<file path="src/rtl/easy_fifo_axis_out.sv">
// Drains a first-word-fall-through FIFO into an AXI4-Stream master through a
// 2-entry skid buffer, framing every PKT_LEN beats with tlast.
module easy_fifo_axis_out #(
  parameter  int unsigned DWIDTH  = 32,
  parameter  int unsigned PKT_LEN = 16,
  localparam int unsigned BW      = (PKT_LEN > 1) ? $clog2(PKT_LEN) : 1
) (
  input  logic              clk,
  input  logic              rst_n,
  input  logic [DWIDTH-1:0] fifo_rd_data,
  input  logic              fifo_rd_empty,
  output logic              fifo_rd_en,
  output logic [DWIDTH-1:0] m_axis_tdata,
  output logic              m_axis_tvalid,
  output logic              m_axis_tlast,
  input  logic              m_axis_tready,
  output logic [BW-1:0]     beat_idx
);

  typedef enum logic [1:0] {
    S_EMPTY,
    S_ONE,
    S_TWO
  } state_t;

  state_t            r_state;
  state_t            w_state_nxt;

  logic [DWIDTH-1:0] r_tdata;
  logic              r_tlast;
  logic              r_tvalid;
  logic [DWIDTH-1:0] r_sdata;
  logic              r_slast;
  logic              r_svalid;
  logic [BW-1:0]     r_beat;

  logic              w_pop;
  logic              w_accept;
  logic              w_last_in;
  logic              w_load_out;
  logic              w_load_skid;
  logic              w_skid_to_out;

  // Pop depends only on skid occupancy, never on tready, so rd_en has no
  // combinational path from the downstream side.
  assign w_pop     = ~fifo_rd_empty & ~r_svalid & rst_n;
  assign w_accept  = r_tvalid & m_axis_tready;
  assign w_last_in = (r_beat == BW'(PKT_LEN - 1));

  always_comb begin
    w_state_nxt   = r_state;
    w_load_out    = 1'b0;
    w_load_skid   = 1'b0;
    w_skid_to_out = 1'b0;
    unique case (r_state)
      S_EMPTY: begin
        if (w_pop) begin
          w_state_nxt = S_ONE;
          w_load_out  = 1'b1;
        end
      end
      S_ONE: begin
        if (w_pop && w_accept) begin
          w_load_out = 1'b1;
        end else if (w_pop) begin
          w_state_nxt = S_TWO;
          w_load_skid = 1'b1;
        end else if (w_accept) begin
          w_state_nxt = S_EMPTY;
        end
      end
      S_TWO: begin
        if (w_accept) begin
          w_state_nxt   = S_ONE;
          w_skid_to_out = 1'b1;
        end
      end
      default: w_state_nxt = S_EMPTY;
    endcase
  end

  always_ff @(posedge clk or negedge rst_n) begin
    if (!rst_n) begin
      r_state  <= S_EMPTY;
      r_tvalid <= 1'b0;
      r_svalid <= 1'b0;
    end else begin
      r_state  <= w_state_nxt;
      r_tvalid <= (w_state_nxt != S_EMPTY);
      r_svalid <= (w_state_nxt == S_TWO);
    end
  end

  always_ff @(posedge clk or negedge rst_n) begin
    if (!rst_n) begin
      r_tdata <= '0;
      r_tlast <= 1'b0;
      r_sdata <= '0;
      r_slast <= 1'b0;
    end else begin
      if (w_load_out) begin
        r_tdata <= fifo_rd_data;
        r_tlast <= w_last_in;
      end else if (w_skid_to_out) begin
        r_tdata <= r_sdata;
        r_tlast <= r_slast;
      end
      if (w_load_skid) begin
        r_sdata <= fifo_rd_data;
        r_slast <= w_last_in;
      end
    end
  end

  // With PKT_LEN==1 every word is last, so the counter stays pinned at zero.
  always_ff @(posedge clk or negedge rst_n) begin
    if (!rst_n) begin
      r_beat <= '0;
    end else if (w_pop) begin
      r_beat <= w_last_in ? '0 : r_beat + BW'(1);
    end
  end

  assign fifo_rd_en    = w_pop;
  assign m_axis_tdata  = r_tdata;
  assign m_axis_tvalid = r_tvalid;
  assign m_axis_tlast  = r_tlast;
  assign beat_idx      = r_beat;

endmodule

</file>
<file path="config.mk">
export PLATFORM = sky130hd
export DESIGN_NAME = easy_fifo_axis_out
export DESIGN_NICKNAME = d
export VERILOG_FILES = /design/src/rtl/easy_fifo_axis_out.sv
export SDC_FILE = /design/constraint.sdc
export NUM_CORES = 1
export LEC_CHECK = 0
export CAP_MARGIN = 20
export CORE_MARGIN = 4
export CORE_UTILIZATION = 40
export DETAILED_ROUTE_END_ITERATION = 12
export PLACE_DENSITY = 0.66
export RECOVER_POWER = 25
export SLEW_MARGIN = 20
export SYNTH_ARGS = -nofsm -noshare
export SYNTH_HDL_FRONTEND = slang
export SYNTH_SLANG_ARGS = --single-unit
export TNS_END_PERCENT = 30
</file>
<file path="constraint.sdc">
create_clock -name clk -period 4.03 [get_ports clk]
set_clock_uncertainty 0.15 [all_clocks]
set_input_delay 1.0075 -clock clk [delete_from_list [all_inputs] [get_ports clk]]
set_output_delay 1.0075 -clock clk [all_outputs]
set_load 0.03 [all_outputs]
</file>
## After elaboration in Yosys (flattened, before gate mapping)

Index checks and enable logic that the tools add are counted.

- Bits in registers: 74
- Input bits: 36
- Logic and storage cells: 40

- $add $sub $neg: 1
- Eq/ne operators: 4
- Mux-type cells: 18
- Bitwise logic cells: 5
- Reduce and logical (&&, ||, !) cells: 4

Operators by type and width:

| cell | count |
|---|---|
| $mux 32 | 2 |
| $mux 2 | 5 |
| $mux 1 | 8 |
| $pmux 2 s3 | 1 |
| $add 4x1->4 const B | 1 |
| $eq 2x2->1 const B | 2 |
| $eq 4x4->1 const B | 1 |
| $mux 4 | 1 |
| $reduce_bool 2->1 | 2 |
| $and 1x1->1 | 3 |
| $eq 2x1->1 const B | 1 |
| $logic_not 2->1 | 1 |
| $not 1->1 | 2 |
| $pmux 1 s2 | 1 |
| $logic_and 1x1->1 | 1 |

## Longest topological paths before layout

Gate-level depths: netlist of run 1.

- Word-level depth: 7
- Gate-level depth with buffers: 5

## Least setup slack after synthesis of run 1

OpenSTA, ideal clock, no wires.

- Path type: input to output
- From: in rst_n
- To: out fifo_rd_en
- Arrival: 1660 ps
- Slack: 1212 ps
- Stages on the path: 1
- Path buffers: 0
- Cell sequence: nor3b_2

- Word-level cells in the longest chain between the ends: 1

RTL lines:

| element | RTL line | source |
|---|---|---|
| start, declared | 9 | `input logic rst_n,` |
| $and 1x1->1 | 46 | `assign w_pop = ~fifo_rd_empty & ~r_svalid & rst_n;` |
| end, declared | 12 | `output logic fifo_rd_en,` |

No other way between the ends.

## Worst setup path after layout of run 1

- From: in fifo_rd_empty
- To: out fifo_rd_en

- Word-level cells in the longest chain between the ends: 3

RTL lines:

| element | RTL line | source |
|---|---|---|
| start, declared | 11 | `input logic fifo_rd_empty,` |
| $not 1->1 | 46 |  |
| $and 1x1->1 (2 in a row) | 46 |  |

No other way between the ends.

==> run metrics, run 1 <==
Die Width=97.40 µm; prevailing post-synth register cell=dfrtp_1; Logic pwr share=0.441; IO Port Bufs=74; Mapped Area=3197 µm²; first-pass GRT wire length=11830 µm; Worst-Margin Slew=1.751 ns; placed cell count=385; met3 routed WL=517 µm; vias post-DR=2165; Avg Inst Size Synth=14.60 µm²; Setup crit start=fifo_rd_empty; area grow syn2layout=31.31%; Final period util=0.7533; count leader, synth=dfrtp_1; relative slew slack=-0.1670; number of antenna diodes=0; syn_nets=256; number of global-route vias before repair=2277; CTS tree=built; grt ovf=0; final wirelength=7185 µm; largest net degree at the start of global routing=74; CTS Root Buffer Type=clkbuf_8; MaxCap Viol Count=1; fraction of registers with async set/reset=1.000; #FFs+latches synth=74; Mapped Cells=219; number of fill cells in the layout=694; drt pass-1 iters=4; Sequential Power Share=0.395; Final ANT Viol Nets=0; DR DRC count=0; CP Max Fanout=2; CTS sink count=74; Post-synth top cells=dfrtp_1, a221o_1, and3_1; FP Rows=32; Critical Path End Type=output port; DR iter-0 viols=116; Initial Util=0.4116; Tmin final=3.036 ns; RSZ-0062 raised after global routing=no; Yosys top cell area share=0.5793; status=finished with violations; Fin. Hold Viols=0; PD cells=804.7 nW/µm²; WP data arrival=1.88 ns; postcts setup bufs=0; share of layout cells above drive strength 1=0.2047; met2 WL post-DR=3169 µm; Clock power frac=0.164; sequential area share after synthesis=0.5793; HP Class=primary input to asynchronous set/reset pin; top layer in use=met4; Die ar.=9487 µm²; GPL Wtd Cong=0.7228; Tot GR Track Use=0.1562; crit start category=primary input; Psw=0.001211 W; CTS buffer count=9; # IOs=75; area leader, netlist=dfrtp_1; Routed wire per std cell=17.96 µm; setup TNS=0 ns; failing checks=max-capacitance violations, max-slew violations; sw frac=0.3584; Met1 Routed Length=3364 µm; post-route insts no fill=400; # setup viols final=0; Cell Int Power=0.002167 W; Design Area, Final=4198 µm²; area post-placement=4019 µm²; post-DR vias/cell=5.413; Max clock buf depth=2; Synth Warn #=0; Post-synth EDFFs=0; Clock Latency Late Sink=0.34 ns; LEAKAGE=2.013 nW; CTS resizes=0; H-tree levels=3; Slew Limit Fails=74; largest vdd supply drop=0.0003639 V; WP data required=2.87 ns; core area=7767 µm²; hold_buf cts=0; crit path kind=primary input to output port; fmax=329.4 MHz; clock-pin slew on the worst setup and hold paths=0.07 ns; worst r2r src=r_state[0]$_DFF_PN0_; Synth area leaders=dfrtp_1, mux2_4, a221o_1; Die Height=97.40 µm; NumNets Final=331; antenna violations before repair=0; synth unique cells=31
[logic make-up after synthesis]
group | share of synthesized area
flops | 0.5793
simple gates | 0.09628
compound gates | 0.1288
mux | 0.1585
buf+inv | 0.03052
xor+xnor | 0.002740
fa+ha+maj | 0.003913
[cell usage in the layout (no fill, tap or decap), drive strengths merged, types with 2 or more instances in the layout]
| master | instances |
|---|---|
| clkinv | 2 |
| a21oi | 5 |
| dfrtp | 74 |
| clkdlybuf4s50 | 72 |
| mux2 | 35 |
| o21ai | 2 |
| buf | 6 |
| and3 | 33 |
| a221o | 33 |
| clkbuf | 14 |
| nand2 | 3 |
| and2 | 2 |
[power groups by stage]
stage	logic [W]	clock network, W	registers, W
finish	0.00149	0.000555	0.00133
CTS	0.00151	0.000570	0.00134
global route	0.00158	0.000606	0.00138
global placement	0.00147	0	0.00134
floorplan	0.000647	0	0.00163
detailed placement	0.00150	0	0.00134
[per-layer routing]
metal  global-route usage  vias to the layer above
met5                    0                        -
met4              0.05538                        0
met3              0.06533                       10
met2               0.2251                       65
met1               0.2110                     1097
li1                     -                      993
[state kept, by name, summed over array words and instances (netlist names)]
register / flops
m_axis_tdata: 32
r_sdata: 32
beat_idx: 4
r_state: 2
m_axis_tlast: 1
m_axis_tvalid: 1
r_slast: 1
r_svalid: 1
[through the flow]
step	worst slack [ns]	total power (W)	utilization	hold WS, ns
floorplan	1.212	0.002280	-	0.3205
CTS	0.9829	0.003413	0.5412	0.2815
global route	0.9361	0.003572	0.5404	0.3134
finish	0.9941	0.003378	0.5404	0.3272
detailed placement	0.7830	0.002841	0.5174	0.3436
global placement	0.7957	0.002814	0.5174	0.3298
[worst max-delay path, cell delays in order]
cell and delay [ns]:
clkdlybuf4s50_1 0.47, nor3b_2 0.21, buf_4 0.19
[path summary, 6_finish.rpt]
kind,cells after the start,slack [ns],to
max in group asynchronous,2,1.48,m_axis_tdata[22]$_DFFE_PN0P_
max reg2reg,4,1.85,m_axis_tdata[18]$_DFFE_PN0P_
max,3,0.99,fifo_rd_en
min in group clk,1,0.35,m_axis_tdata[31]$_DFFE_PN0P_
min reg2reg,1,0.35,m_axis_tdata[31]$_DFFE_PN0P_
min,1,0.33,r_svalid$_DFF_PN0_
[cell type report]
class                      instances  area, µm²  share of cell area
sequential                        74       1852              0.4411
multi-input combinational        128       1255              0.2990
timing repair buffer              80      774.5              0.1845
clock buffer                      12      145.1             0.03458
tap                              102      127.6             0.03040
clock inverter                     3      40.04            0.009538
inverter                           1      3.754           0.0008942
No activity file was read; power rests on OpenSTA's default activity.
==> run 2, diff against run 1 <==
- clock period: 4.03 -> 2.8 ns (I/O delays scaled with it)
==> run 2 against run 1 <==
  * The run still ends with max-capacitance violations, max-slew violations left
  * Die area did not move
  * Critical endpoint unchanged
  * Design area up 1.0%
  * Clock power up 29%
==> run metrics, run 2 (synthesized netlist as in run 1, its figures left out) <==
status=finished with violations; failing checks=max-capacitance violations, max-slew violations; placed cell count=390; NumNets Final=336; antenna violations before repair=0; CP Max Fanout=2; MaxCap Viol Count=1; grt ovf=0; DR iter-0 viols=71; PD cells=1140 nW/µm²; final wirelength=7463 µm; WP data required=1.95 ns; post-DR vias/cell=5.463; relative slew slack=-0.07688; FP Rows=32; RSZ-0062 raised after global routing=no; Levels on crit path=3; WP data arrival=1.61 ns; crit path kind=primary input to output port; Die Height=97.40 µm; CTS sink count=74; Slew Limit Fails=67; crit start category=primary input; CTS tree=built; most common cell after layout, fill and taps aside=dfrtp_1; Initial Util=0.4116; Max clock buf depth=2; Die Width=97.40 µm; Critical Path End Type=output port; register area=1852 µm²; core area=7767 µm²; worst r2r src=r_state[1]$_DFF_PN0_; HP Class=primary input to asynchronous set/reset pin; number of antenna diodes=0; delay-heaviest family, CP=buffers and inverters; first-pass GRT wire length=12190 µm; largest net degree at the start of global routing=67; LEAKAGE=2.040 nW; hold_buf cts=0; CTS buffer count=9; Bufs and invs on worst path=2; clock-pin slew on the worst setup and hold paths=0.08 ns; Final Util=0.5461; reg-to-reg endpoint=r_sdata[27]$_DFFE_PN0P_; Setup crit start=fifo_rd_empty; postcts setup bufs=0; Die ar.=9487 µm²; Worst-Margin Slew=1.615 ns; DP HPWL=4822 µm; DR DRC count=0; number of global-route vias before repair=2320; Tmin final=2.459 ns; Critical-path top delay cell=clkdlybuf4s50_1; CTS Root Buffer Type=clkbuf_8; fmax=406.6 MHz; share of layout cells above drive strength 1=0.2237; IO Port Bufs=74; Final period util=0.8783; Tot GR Track Use=0.1604; Worst Reg-to-Reg Cells=4; slowest stage delay, CP=0.47 ns; Clock Latency Late Sink=0.34 ns; # setup viols final=0; crit path to=fifo_rd_en; number of fill cells in the layout=661; largest vdd supply drop=0.0003904 V; crit path cell chain=clkdlybuf4s50_1, nor3b_2, buf_4; R2R setup slack=0.95 ns; CTS resizes=0; H-tree levels=3; post-route insts no fill=406; drt pass-1 iters=4; Multi-input gate area=1255 µm²; GPL Wtd Cong=0.7233; area grow syn2layout=32.68%; setup TNS=0 ns; most frequent cells in the layout=dfrtp_1, clkdlybuf4s50_1, and3_1, a221o_1, mux2_4; vias post-DR=2218; Routed wire per std cell=18.38 µm; Final ANT Viol Nets=0; Final Power=0.004837 W; Fin Hold WS=0.02820 ns; # IOs=75; Fin. Hold Viols=0
run 2: area by class of cell:
| type | count | area share |
|---|---|---|
| repair buffers | 85 | 0.1982 |
| inverters | 1 | 0.0008850 |
| multi-input cells | 128 | 0.2959 |
| clock inverters | 5 | 0.007375 |
| flip-flops and latches | 74 | 0.4366 |
| well taps | 102 | 0.03009 |
| clock buffers | 11 | 0.03097 |
run 2: worst min-delay path by stage:
stage,endpoint
6_report,m_axis_tdata[31]$_DFFE_PN0P_
2_1_floorplan,beat_idx[0]$_DFFE_PN0P_
3_5_place_dp,r_slast$_DFFE_PN0P_
5_1_grt,m_axis_tlast$_DFFE_PN0P_
3_3_place_gp,r_slast$_DFFE_PN0P_
4_1_cts,m_axis_tlast$_DFFE_PN0P_
run 2: worst reg2reg max path, cell delays in order, from the launching register on:
cell and delay [ns]:
dfrtp_1 0.46, nor4b_4 0.46, nand2_2 0.13, buf_4 0.23
mux2_4 0.31
run 2: where the power goes:
group	switching [W]	total (W)	internal, W
registers	0.000351	0.00193	0.00157
logic	0.00104	0.00220	0.00116
clock network	0.000395	0.000714	0.000319
run 2: per-layer routing:
| metal | vias to the layer above | part of all wire | GRT usage |
|---|---|---|---|
| li1 | 1003 | - | - |
| met5 | - | 0 | 0 |
| met1 | 1131 | 0.48 | 0.2318 |
| met2 | 71 | 0.44 | 0.2325 |
| met4 | 0 | 0.016 | 0.05751 |
| met3 | 13 | 0.055 | 0.04235 |
run 2: through the flow:
step / cell area (µm²) / setup WS [ns]
2_1_floorplan: 3197 / 0.5974
3_3_place_gp: 4081 / 0.2915
3_5_place_dp: 4081 / 0.2670
4_1_cts: 4244 / 0.3097
5_1_grt: 4242 / 0.2971
6_report: 4242 / 0.3407
